--- src/rtl/ikaopm_seq_pkg.sv ---
// Shared types and constants for the operator-pipeline slot sequencer.
package ikaopm_seq_pkg;

  localparam int unsigned SLOTS  = 32;
  localparam int unsigned SLOT_W = 5;

  typedef enum logic [1:0] {
    StSync  = 2'd0,
    StFlush = 2'd1,
    StRun   = 2'd2
  } seq_state_e;

endpackage

--- src/rtl/ikaopm_seq_prescaler.sv ---
// Divides the emulation clock into active-low phi1 positive/negative edge enables.
// The freeze input gates all enables and parks the divider at 0.
module ikaopm_seq_prescaler #(
  parameter int unsigned DIV = 4
) (
  input  logic clk,
  input  logic rst_n,
  input  logic freeze,
  output logic pcen_n,
  output logic ncen_n,
  output logic strobe
);

  localparam int unsigned PRE_W = $clog2(DIV);
  localparam logic [PRE_W-1:0] PRE_LAST = PRE_W'(DIV - 1);
  localparam logic [PRE_W-1:0] PRE_HALF = PRE_W'(DIV / 2 - 1);

  logic [PRE_W-1:0] pre_q, pre_d;

  always_comb begin
    pre_d = pre_q + PRE_W'(1);
    if (freeze || pre_q == PRE_LAST) begin
      pre_d = '0;
    end
  end

  always_ff @(posedge clk or negedge rst_n) begin
    if (!rst_n) begin
      pre_q <= '0;
    end else begin
      pre_q <= pre_d;
    end
  end

  // Enables are decoded straight from the register so they are glitch-free and one cycle wide.
  always_comb begin
    strobe = !freeze && (pre_q == PRE_LAST);
    pcen_n = !strobe;
    ncen_n = !(!freeze && (pre_q == PRE_HALF));
  end

endmodule

--- src/rtl/ikaopm_slot_sequencer.sv ---
// Timing master for the 32-slot operator pipeline: phi1 enables, slot count, clear/flush/run FSM.
// Optional build macro IKAOPM_SEQ_FREEZE_EN adds the i_FREEZE input.
module ikaopm_slot_sequencer
  import ikaopm_seq_pkg::*;
#(
  parameter int unsigned DIV          = 4,
  parameter int unsigned FLUSH_ROUNDS = 1
) (
  input  logic              i_EMUCLK,
  input  logic              i_RST_n,
  input  logic              i_IC_n,
`ifdef IKAOPM_SEQ_FREEZE_EN
  input  logic              i_FREEZE,
`endif
  output logic              o_PCEN_n,
  output logic              o_NCEN_n,
  output logic [SLOT_W-1:0] o_SLOT,
  output logic              o_SLOT0,
  output logic              o_CNTRRST,
  output logic              o_WR,
  output logic              o_ZERO,
  output logic              o_BUSY
);

  localparam int unsigned RND_W = $clog2(FLUSH_ROUNDS) + 1;
  localparam logic [RND_W-1:0]  RND_LAST  = RND_W'(FLUSH_ROUNDS - 1);
  localparam logic [SLOT_W-1:0] SLOT_LAST = SLOT_W'(SLOTS - 1);

  logic strobe;
  logic freeze;

`ifdef IKAOPM_SEQ_FREEZE_EN
  assign freeze = i_FREEZE;
`else
  assign freeze = 1'b0;
`endif

  ikaopm_seq_prescaler #(
    .DIV (DIV)
  ) u_prescaler (
    .clk    (i_EMUCLK),
    .rst_n  (i_RST_n),
    .freeze (freeze),
    .pcen_n (o_PCEN_n),
    .ncen_n (o_NCEN_n),
    .strobe (strobe)
  );

  seq_state_e        state_q, state_d;
  logic [SLOT_W-1:0] slot_q, slot_d;
  logic [RND_W-1:0]  rnd_q, rnd_d;

  always_comb begin
    state_d = state_q;
    slot_d  = slot_q;
    rnd_d   = rnd_q;
    if (strobe) begin
      slot_d = slot_q + SLOT_W'(1);
      if (!i_IC_n) begin
        state_d = StSync;
        rnd_d   = '0;
      end else begin
        unique case (state_q)
          StSync:  state_d = StFlush;
          StFlush: begin
            if (slot_q == SLOT_LAST) begin
              if (rnd_q == RND_LAST) begin
                state_d = StRun;
                rnd_d   = '0;
              end else begin
                rnd_d = rnd_q + RND_W'(1);
              end
            end
          end
          StRun:   state_d = StRun;
          default: state_d = StSync;
        endcase
      end
      // Leaving SYNC restarts the slot together with the downstream write counter.
      if (state_d == StSync || state_q == StSync) begin
        slot_d = '0;
      end
    end
  end

  always_ff @(posedge i_EMUCLK or negedge i_RST_n) begin
    if (!i_RST_n) begin
      state_q <= StSync;
      slot_q  <= '0;
      rnd_q   <= '0;
    end else begin
      state_q <= state_d;
      slot_q  <= slot_d;
      rnd_q   <= rnd_d;
    end
  end

  always_comb begin
    o_SLOT    = slot_q;
    o_SLOT0   = (slot_q == '0);
    o_CNTRRST = 1'b0;
    o_WR      = 1'b1;
    o_ZERO    = 1'b0;
    o_BUSY    = 1'b0;
    unique case (state_q)
      StSync: begin
        o_CNTRRST = 1'b1;
        o_WR      = 1'b0;
        o_ZERO    = 1'b1;
        o_BUSY    = 1'b1;
      end
      StFlush: begin
        o_ZERO = 1'b1;
        o_BUSY = 1'b1;
      end
      StRun:   ;
      default: begin
        o_CNTRRST = 1'b1;
        o_WR      = 1'b0;
        o_ZERO    = 1'b1;
        o_BUSY    = 1'b1;
      end
    endcase
  end

endmodule

--- config.mk ---
export PLATFORM = sky130hd
export DESIGN_NAME = ikaopm_slot_sequencer
export DESIGN_NICKNAME = d
export VERILOG_FILES = /design/src/rtl/ikaopm_seq_pkg.sv /design/src/rtl/ikaopm_seq_prescaler.sv /design/src/rtl/ikaopm_slot_sequencer.sv
export SDC_FILE = /design/constraint.sdc
export NUM_CORES = 1
export LEC_CHECK = 0
export BUFFER_PORTS_ARGS = -buffer_cell sky130_fd_sc_hd__clkbuf_2
export CAP_MARGIN = 20
export CORE_AREA = 3 3 40 42
export DETAILED_ROUTE_END_ITERATION = 7
export DIE_AREA = 0 0 43 45
export PLACE_DENSITY = 0.73
export SYNTH_ARGS = -nofsm -noshare
export SYNTH_HDL_FRONTEND = slang
export SYNTH_SLANG_ARGS = --single-unit
--- constraint.sdc ---
create_clock -name i_EMUCLK -period 2.21 [get_ports i_EMUCLK]
set_clock_uncertainty 0.05 [all_clocks]
set_input_delay 0.221 -clock i_EMUCLK [delete_from_list [all_inputs] [get_ports i_EMUCLK]]
set_output_delay 0.221 -clock i_EMUCLK [all_outputs]
set_load 0.05 [all_outputs]
==> key figures, run 1 <==
Outcome
  – Status: finished, final reports clean

STA
  – Setup-failing EPs final: 0
  – Fmax: between 0.4 and 0.5 GHz
  – Post-layout min period: 2060 ps
  – Slew Limit Fails: 0
  – Worst-Margin Slew: approximately 420 ps
  – Setup TNS: 0 ps
  – RSZ-0062 raised after global routing: false
  – Final Hold Viols: 0
  – Relative slew slack: 71.9%
  – Fin crit share: 93.3%

Global routing
  – Gr ovfl total: 0
  – First-pass GRT wire length: between 1500 and 2000 um
  – GR Util All Layers: 13.5%
  – Number of global-route vias before repair: 451
  – Largest net degree at the start of global routing: 14
  – Initial antenna violation count: 0

Power
  – Pwr dens: 708 nW/um^2
  – VDD IR-drop max: 0.360 mV
  – Combinational Power Share: 35.4%
  – Leak Pwr: 0.347 nW
  – Seq pwr share: between 30% and 40%
  – Clk pwr share: 26.1%
  – Pint: roughly 0.29 mW
  – Switching Share: 40.9%
  – P_sw: 0.203 mW

Floorplan
  – Die height: 45 um
  – Die span in x: about 43 um
  – Core box area: around 1300 um^2
  – Starting density of the core: a little under half
  – I/O Pins: 15
  – # rows: 13
  – Die area: 1940 um^2

Finish
  – Fin util: 54.6%
  – Layout area overhead: 20.6%
  – Share of layout cells above drive strength 1: 26.0%
  – Antenna diodes: 0
  – Nets: 90
  – Most frequent cells in the layout: clkbuf_2, inv_1, ha_1, dfrtp_1, nand2_1
  – Most common cell after layout, fill and taps aside: clkbuf_2

Clocking
  – CTS resizes: 0
  – Clock transition at path regs: 70 ps
  – Total CTS buffers: 3
  – Post-CTS Setup Inserts: 0
  – CTS H-tree lvls: 1
  – Clock Sink Count: 9
  – Maximum clock path buffer count: 2
  – Clk root buf: clkbuf_4
  – CTS tree: built
  – Skew-Pair Late Insertion Delay: 260 ps

Yosys
  – Synth area leader: dfrtp_1
  – YS warnings: 0
  – Syn nets: 72
  – Cell Area, Synth: slightly below 600 um^2
  – Syn Inst Count: 60
  – Post-Syn Area per Cell: 9.70 um^2
  – Flops & latches, synth: 9
  – Seq/Total Area, Yosys: 38.7%
  – Post-synthesis cell type count: 27
  – Synth area leaders: dfrtp_1, ha_1, inv_1
  – Yosys top cell area share: 38.7%

Worst setup path
  – Cell mode on critical path: ha_1
  – Worst path depth: 7
  – CP arrival: 2210 ps
  – CP Cell Sequence: ha_1 > and3_1 > ha_1 > nand4bb_1 > a311o_1 > nor3_2 > a21o_1
  – Flop-to-flop setup slack: 150 ps
  – R2R Path End: o_SLOT[2]
  – Buffers and inverters on the worst path: 0
  – Worst-path fanout max: 4
  – Critical Path RT: about 2400 ps
  – Worst R2R Path Depth: 7
  – CP max stage cell: dfrtp_1
  – Worst path top cell family by delay: simple AND/OR/NAND/NOR gates
  – R2R Path Start: o_SLOT[0]
  – Kind of critical path: flop to flop
  – Largest stage delay on the critical path: 420 ps
  – Startpoint Class: flop
  – Setup crit end kind: flop

Drt
  – Drt via density: between 5 and 6
  – Drt total wl: 1150 um
  – Wire length per cell: 12.5 um
  – Via count: 490
  – Final antenna-violating net count: 0
  – DRT iter0 DRCs: 4
  – Pre-Repair DR Iteration Count: 3
  – Drt drc: 0

Worst hold path
  – Min-Delay Startpoint: i_IC_n
  – Hold Crit Depth: 3
  – Hold EP: state_q[1]
  – HP Class: primary input to flop

Place
  – Gpl congestion: 0.727
  – DP Wirelength: about 900 um
  – PortBufs: 14

Run
  – MaxCap Viol Count: 0
[what timing repair did]
| action | 4_1_cts | 5_1_grt |
|---|---|---|
| setup endpoints to repair | 0 | 0 |
| hold endpoints to repair | 9 | 0 |
| hold buffers | 1 | 0 |
[sequential cells by signal, indices dropped and copies added (netlist names)]
name / cells
state_q: 2
o_SLOT: 5
u_prescaler.pre_q: 2
[cell families after synthesis]
kind of cell,count (synthesis),share of synthesized area (%)
AND/OR/NAND/NOR,15,15.5
buffers and inverters,14,9.89
multiplexers,1,1.72
adder cells (fa/ha/maj),9,19.4
AO/OA/AOI/OAI,12,14.8
flip-flops,9,38.7
[tightest hold or removal path, delay by kind of cell]
| family | cells | cell delay (ps) |
|---|---|---|
| AND/OR/NAND/NOR | 1 | 80 |
| AO/OA/AOI/OAI | 1 | 80 |
| buffers and inverters | 1 | 100 |
[cell usage after synthesis]
library cell,count
o32ai_1,1
mux2i_1,1
clkbuf_1,1
o2bb2ai_1,2
ha_1,9
o21ai_1,2
nor3_1,1
nand3_1,2
a21o_1,1
a21oi_1,1
nor2_1,1
a311o_1,1
buf_4,1
and3_1,1
a311oi_1,1
clkinvlp_2,1
nor4b_1,1
o21ai_0,2
nand2_1,4
nor3_2,1
nand3b_1,1
inv_1,11
nand4_1,1
nand2b_1,1
a32oi_1,1
dfrtp_1,9
nand4bb_1,1
[routing by layer]
layer  global-route usage [%]  wire [um]  vias to the layer above
met3                     3.59         23                        2
li1                         -          -                      244
met2                     21.9        581                        3
met5                        0          0                        -
met1                     16.4        534                      241
met4                     7.23         14                        0
[power by group through the flow]
stage	Clock, mW	Combinational (mW)	Sequential, mW
after floorplan	0	0.129	0.202
after global placement	0	0.173	0.194
after detailed placement	0	0.176	0.194
after CTS	0.134	0.178	0.191
after global routing	0.140	0.190	0.195
final	0.130	0.176	0.191
[how the worst max path moves through the flow]
stage	from	endpoint	slack, ps
floorplan	o_SLOT[0]	o_SLOT[2]	40
global placement	o_SLOT[1]	o_SLOT[2]	250
detailed placement	o_SLOT[0]	o_SLOT[2]	200
CTS	o_SLOT[0]	o_SLOT[2]	180
global route	o_SLOT[0]	o_SLOT[0]	60
finish	o_SLOT[0]	o_SLOT[2]	150
[per-stage QoR]
stage          setup slack, ps  total power, mW  area [um^2]  hold WS, ps  cells
4_1_cts                    176            0.503          702          227     92
3_5_place_dp               203            0.371          666         43.7     87
5_1_grt                   58.3            0.524          702          260     92
6_report                   148            0.497          702          229     92
3_3_place_gp               251            0.366          666         38.4     87
2_1_floorplan             43.1            0.331          588         -125     60
[cell type report]
| type | count | area, um^2 |
|---|---|---|
| Fill cell | 113 | 583 |
| Multi-Input combinational cell | 37 | 305 |
| Sequential cell | 9 | 225 |
| Timing Repair Buffer | 15 | 80.1 |
| Inverter | 12 | 46.3 |
| Clock buffer | 4 | 26.3 |
| Tap cell | 15 | 18.8 |
(Power assumes the default switching activity.)
==> run 2, diff against run 1 <==
--- a/config.mk
+++ b/config.mk
@@ -7,9 +7,9 @@
 export LEC_CHECK = 0
 export BUFFER_PORTS_ARGS = -buffer_cell sky130_fd_sc_hd__clkbuf_2
 export CAP_MARGIN = 20
-export CORE_AREA = 3 3 40 42
+export CORE_AREA = 2 2 39 41
 export DETAILED_ROUTE_END_ITERATION = 7
-export DIE_AREA = 0 0 43 45
+export DIE_AREA = 0 0 41 43
 export PLACE_DENSITY = 0.73
 export SYNTH_ARGS = -nofsm -noshare
 export SYNTH_HDL_FRONTEND = slang
==> constraint.sdc (replaced) <==
create_clock -name i_EMUCLK -period 2.21 [get_ports i_EMUCLK]
set_clock_uncertainty 0.05 [all_clocks]
set_input_delay 0.3315 -clock i_EMUCLK [delete_from_list [all_inputs] [get_ports i_EMUCLK]]
set_output_delay 0.3315 -clock i_EMUCLK [all_outputs]
set_load 0.05 [all_outputs]
==> key figures, run 2 (synthesis results as in run 1) <==
Outcome
  – Status: finished, final reports clean

Worst setup path
  – Kind of critical path: flop to flop
  – Critical Path RT: 2360 ps (about the same)
  – R2R Path Start: o_SLOT[0]
  – CP arrival: 2200 ps (about the same)
  – Buffers and inverters on the worst path: 0 (unchanged)
  – CP max stage cell: dfrtp_1
  – Setup crit end kind: flop
  – Worst-path fanout max: 4 (unchanged)
  – Cell mode on critical path: ha_1
  – Startpoint Class: flop
  – CP Cell Sequence: ha_1 > and3_1 > ha_1 > nand4bb_1 > a311o_1 > nor3_2 > a21o_1
  – Largest stage delay on the critical path: 410 ps (about the same)
  – Worst path top cell family by delay: simple AND/OR/NAND/NOR gates
  – Worst setup startpoint: o_SLOT[0]
  – Flop-to-flop setup slack: 170 ps (+20 ps)

Clocking
  – Clk root buf: clkbuf_4
  – Total CTS buffers: 3 (unchanged)
  – CTS tree: built
  – Clock Sink Count: 9 (unchanged)
  – CTS resizes: 0 (unchanged)
  – Maximum clock path buffer count: 2 (unchanged)
  – Skew-Pair Late Insertion Delay: 260 ps (about the same)
  – Post-CTS Setup Inserts: 0 (unchanged)
  – Clock transition at path regs: 60 ps (about the same)
  – CTS H-tree lvls: 1 (unchanged)
  – Hold buffers post-CTS: 1 (unchanged)

Floorplan
  – Starting density of the core: 42.0% (-3.2 points)
  – # rows: 14 (+1)
  – I/O Pins: 15 (unchanged)
  – Die area: 1760 um^2 (-8.9%)
  – Core box area: 1380 um^2 (+7.7%)
  – Die span in x: 41 um (-4.7%)
  – Die height: 43 um (-4.4%)

Global routing
  – Gr ovfl total: 0 (unchanged)
  – Number of global-route vias before repair: 429 (-4.9%)
  – First-pass GRT wire length: 1810 um (-5.1%)
  – Largest net degree at the start of global routing: 14 (unchanged)
  – Initial antenna violation count: 0 (unchanged)
  – GR Util All Layers: 15.4% (+1.9 points)

Drt
  – Pre-Repair DR Iteration Count: 4 (+1)
  – Drt total wl: 1060 um (-8.5%)
  – Final antenna-violating net count: 0 (unchanged)
  – Wire length per cell: 11.3 um (-9.5%)
  – Drt via density: 5.04 (-5.3%)
  – Drt drc: 0 (unchanged)
  – DRT iter0 DRCs: 14 (+10)
  – Via count: 469 (-4.3%)

Run
  – MaxCap Viol Count: 0 (unchanged)

STA
  – Fin crit share: 92.5% (-0.84 points)
  – Final Hold Viols: 0 (unchanged)
  – Setup-failing EPs final: 0 (unchanged)
  – Final worst setup slack: 166 ps (+18.6 ps)
  – Slew Limit Fails: 0 (unchanged)
  – Fmax: 0.489 GHz (+0.91%)
  – Setup TNS: 0 ps (unchanged)
  – Post-layout min period: 2040 ps (-18.6 ps)
  – WHS: 332 ps (+104 ps)
  – RSZ-0062 raised after global routing: false
  – Relative slew slack: 73.7% (+1.8 points)
  – Worst-Margin Slew: 395 ps (-26.3 ps)

Finish
  – Non-filler cells in the finished layout: 93 (+1.1%)
  – Share of layout cells above drive strength 1: 26.0% (unchanged)
  – Nets: 90 (unchanged)
  – Most common cell after layout, fill and taps aside: clkbuf_2
  – Most frequent cells in the layout: clkbuf_2, inv_1, ha_1, dfrtp_1, nand2_1
  – Layout area overhead: 20.9%
  – Antenna diodes: 0 (unchanged)
  – Max reg flops: 5 (unchanged)

Power
  – Power Total: 0.493 mW (-0.79%)
  – Pwr dens: 701 nW/um^2 (-0.97%)
  – VDD IR-drop max: 0.415 mV (+15%)
  – Leak Pwr: 0.347 nW (unchanged)

Worst hold path
  – HP Class: primary input to flop
  – Min-Delay Startpoint: i_IC_n

Place
  – Gpl congestion: 0.814 (+12%)
  – Pre-CTS setup slack: 196 ps (-7.18 ps)
  – DP Wirelength: 845 um (-7.0%)
  – DP Cell Count: 88 (+1.1%)
  – PortBufs: 14 (unchanged)
-- run 2: cell counts in the layout (fill, tap and decap cells not counted) --
No cell type changed its count.
-- run 2: worst paths after layout --
path                                              to  cells past startpoint
worst max-delay path                       o_SLOT[2]                      7
worst min-delay path                      state_q[1]                      3
worst max register to register             o_SLOT[2]                      7
worst min register to register  u_prescaler.pre_q[0]                      1
max in group asynchronous                 state_q[0]                      2
min in group asynchronous                  o_SLOT[0]                      2
-- run 2: metrics by stage --
stage,instance area (um^2),util (%)
after CTS,703,50.8
after detailed placement,667,48.2
final,703,50.8
after floorplan,588,-
after global routing,703,50.8
after global placement,667,48.2
-- run 2: cell type report --
type,instances,area (um^2)
inverter,12,46.3
timing repair buffer,15,80.1
clock buffer,4,26.3
sequential,9,225
tap,16,20.0
multi-input combinational,37,305
fill,145,681
-- run 2: tightest hold or removal path, stage by stage --
cell and delay, ps:
clkbuf_2 100, nand4_1 90, o21ai_0 70
-- run 2: power breakdown --
part	leakage [nW]	switching (mW)	internal (mW)
clock network	0.0150	0.0560	0.0695
registers	0.120	0.0154	0.175
logic	0.212	0.128	0.0486
total	0.347	0.200	0.293
-- run 2: metal layers --
metal  vias up  wire (um)  track usage, %
met5         -          0               0
met4         0          0            3.33
met3         0         52            9.42
met2        12        519            21.9
met1       212        483            19.6
li1        245          -               -
==> run 3, diff against run 2 <==
==> constraint.sdc (replaced) <==
create_clock -name i_EMUCLK -period 2.5 [get_ports i_EMUCLK]
set_clock_uncertainty 0.05 [all_clocks]
set_input_delay 0.375 -clock i_EMUCLK [delete_from_list [all_inputs] [get_ports i_EMUCLK]]
set_output_delay 0.375 -clock i_EMUCLK [all_outputs]
set_load 0.05 [all_outputs]
==> key figures, run 3 (synthesis results as in run 1) <==
Outcome
  – Status: finished, final reports clean

Drt
  – Drt drc: 0 (unchanged)
  – Pre-Repair DR Iteration Count: 4 (unchanged)
  – Wire length per cell: 11.8 um (+4.4%)
  – Drt total wl: 1100 um (+4.4%)
  – Via count: 491 (+4.7%)
  – Drt via density: 5.28 (+4.7%)
  – Final antenna-violating net count: 0 (unchanged)
  – DRT iter0 DRCs: 9 (-5)

STA
  – Fin crit share: 81.6% (-11 points)
  – Relative slew slack: 74.0% (+0.32 points)
  – Worst-Margin Slew: 390 ps (-4.83 ps)
  – Final Hold Viols: 0 (unchanged)
  – RSZ-0062 raised after global routing: false
  – Setup-failing EPs final: 0 (unchanged)
  – Post-layout min period: 2040 ps (-4.49 ps)
  – Fmax: 0.490 GHz (+0.22%)
  – Setup TNS: 0 ps (unchanged)
  – WHS: 375 ps (+42.3 ps)
  – Slew Limit Fails: 0 (unchanged)

Worst setup path
  – CP Cell Sequence: ha_1 > and3_1 > ha_1 > nand4bb_1 > a311o_1 > nor3_2 > a21o_1
  – Largest stage delay on the critical path: 400 ps (about the same)
  – Worst R2R Path Depth: 7 (unchanged)
  – Startpoint Class: flop
  – R2R Path End: o_SLOT[2]
  – CP arrival: 2190 ps (about the same)
  – Worst-path fanout max: 4 (unchanged)
  – Cell mode on critical path: ha_1
  – R2R Path Start: o_SLOT[0]
  – Flop-to-flop setup slack: 460 ps (+290 ps)
  – Kind of critical path: flop to flop
  – CP max stage cell: dfrtp_1
  – Setup crit end kind: flop
  – Critical Path RT: 2660 ps (+300 ps)

Power
  – Leak Pwr: 0.347 nW (unchanged)
  – Pint: 0.260 mW (-12%)
  – VDD IR-drop max: 0.355 mV (-15%)
  – P_sw: 0.179 mW (-11%)
  – Seq pwr share: 38.5% (-0.2 points)
  – Switching Share: 40.8% (+0.25 points)
  – Combinational Power Share: 36.0% (about the same)
  – Pwr dens: 623 nW/um^2 (-11%)
  – Clk pwr share: 25.6% (about the same)

Clocking
  – Maximum clock path buffer count: 2 (unchanged)
  – CTS resizes: 0 (unchanged)
  – Total CTS buffers: 3 (unchanged)
  – Clock Sink Count: 9 (unchanged)
  – Clk root buf: clkbuf_4
  – Skew-Pair Late Insertion Delay: 260 ps (about the same)
  – Clock transition at path regs: 60 ps (about the same)
  – CTS H-tree lvls: 1 (unchanged)
  – CTS tree: built

Global routing
  – Number of global-route vias before repair: 426 (-0.70%)
  – Initial antenna violation count: 0 (unchanged)
  – Global Route met1 Usage: 20.5% (+0.93 points)
  – First-pass GRT wire length: 1860 um (+2.7%)
  – Gr ovfl total: 0 (unchanged)
  – Largest net degree at the start of global routing: 14 (unchanged)
  – Busiest layer in global routing: met2
  – GR Util All Layers: 15.9% (+0.49 points)
  – Routing usage on met2: 23.1% (+1.3 points)
  – Met3 usage: 9.42% (unchanged)

Finish
  – Most common cell after layout, fill and taps aside: clkbuf_2
  – Share of layout cells above drive strength 1: 26.0% (unchanged)
  – Antenna diodes: 0 (unchanged)
  – Final Cell Area: 703 um^2 (unchanged)
  – Layout area overhead: 20.9% (unchanged)
  – Max reg flops: 5 (unchanged)
  – Most frequent cells in the layout: clkbuf_2, inv_1, ha_1, dfrtp_1, nand2_1
  – Nets: 90 (unchanged)

Place
  – PortBufs: 14 (unchanged)
  – DP Wirelength: 870 um (+2.9%)
  – Gpl congestion: 0.814 (about the same)
  – Placed cell areas: 667 um^2 (unchanged)

Floorplan
  – Die height: 43 um (unchanged)
  – Die area: 1760 um^2 (unchanged)
  – Starting density of the core: 42.0% (unchanged)
  – I/O Pins: 15 (unchanged)
  – Core box area: 1380 um^2 (unchanged)
  – # rows: 14 (unchanged)
  – Die span in x: 41 um (unchanged)

Worst hold path
  – Hold EP: state_q[1]
  – Min-Delay Startpoint: i_IC_n
  – HP Class: primary input to flop
  – Hold Crit Depth: 3 (unchanged)

Run
  – MaxCap Viol Count: 0 (unchanged)
[run 3: cell counts in the layout (fill, tap and decap cells not counted)]
Identical to the previous run, type by type.
[run 3: area by class of cell]
class | count | area, um^2
Sequential cell | 9 | 225
Tap cell | 16 | 20.0
Inverter | 12 | 46.3
Timing Repair Buffer | 15 | 80.1
Clock buffer | 4 | 26.3
Multi-Input combinational cell | 37 | 305
Fill cell | 140 | 681
[run 3: layer usage]
metal	wire length (um)	up-vias
met5	0	-
met4	0	0
met1	465	232
met3	75	0
met2	559	17
li1	-	242
[run 3: worst max-delay path, delay by kind of cell, from the launching register on]
| kind | cells | cell delay (ps) |
|---|---|---|
| adders and majority gates | 2 | 450 |
| DFF | 1 | 400 |
| and+or+nand+nor | 3 | 570 |
| AOI/OAI and AO/OA | 2 | 500 |
[run 3: worst max-delay path by stage]
stage / start / endpoint / slack (ps) / cells after the start
after CTS: o_SLOT[0] / o_SLOT[2] / 440 / 7
final: o_SLOT[0] / o_SLOT[2] / 460 / 7
after floorplan: o_SLOT[0] / o_SLOT0 / 310 / 3
after detailed placement: o_SLOT[0] / o_SLOT[2] / 470 / 7
after global placement: o_SLOT[0] / o_SLOT[2] / 540 / 7
after global routing: o_SLOT[0] / o_SLOT[0] / 310 / 7
[run 3: metrics by stage]
step | util [%] | std cells | power (mW) | setup slack, ps
6_report | 50.8 | 93 | 0.438 | 461
5_1_grt | 50.8 | 93 | 0.474 | 310
4_1_cts | 50.8 | 93 | 0.447 | 444
3_5_place_dp | 48.2 | 88 | 0.329 | 474
3_3_place_gp | 48.2 | 88 | 0.322 | 543
2_1_floorplan | - | 60 | 0.293 | 306
[run 3: timing repair]
item,in CTS,in global routing
endpoints found under the setup margin,0,0
hold endpoints to repair,9,0
hold buffers,1,0
buffers inserted,0,0
[run 3: power by group through the flow]
stage               Sequential [mW]  Combinational (mW)  Clock, mW
finish                        0.169               0.157      0.112
floorplan                     0.178               0.114          0
CTS                           0.168               0.159      0.120
detailed placement            0.171               0.158          0
global route                  0.171               0.174      0.129
global placement              0.171               0.151          0
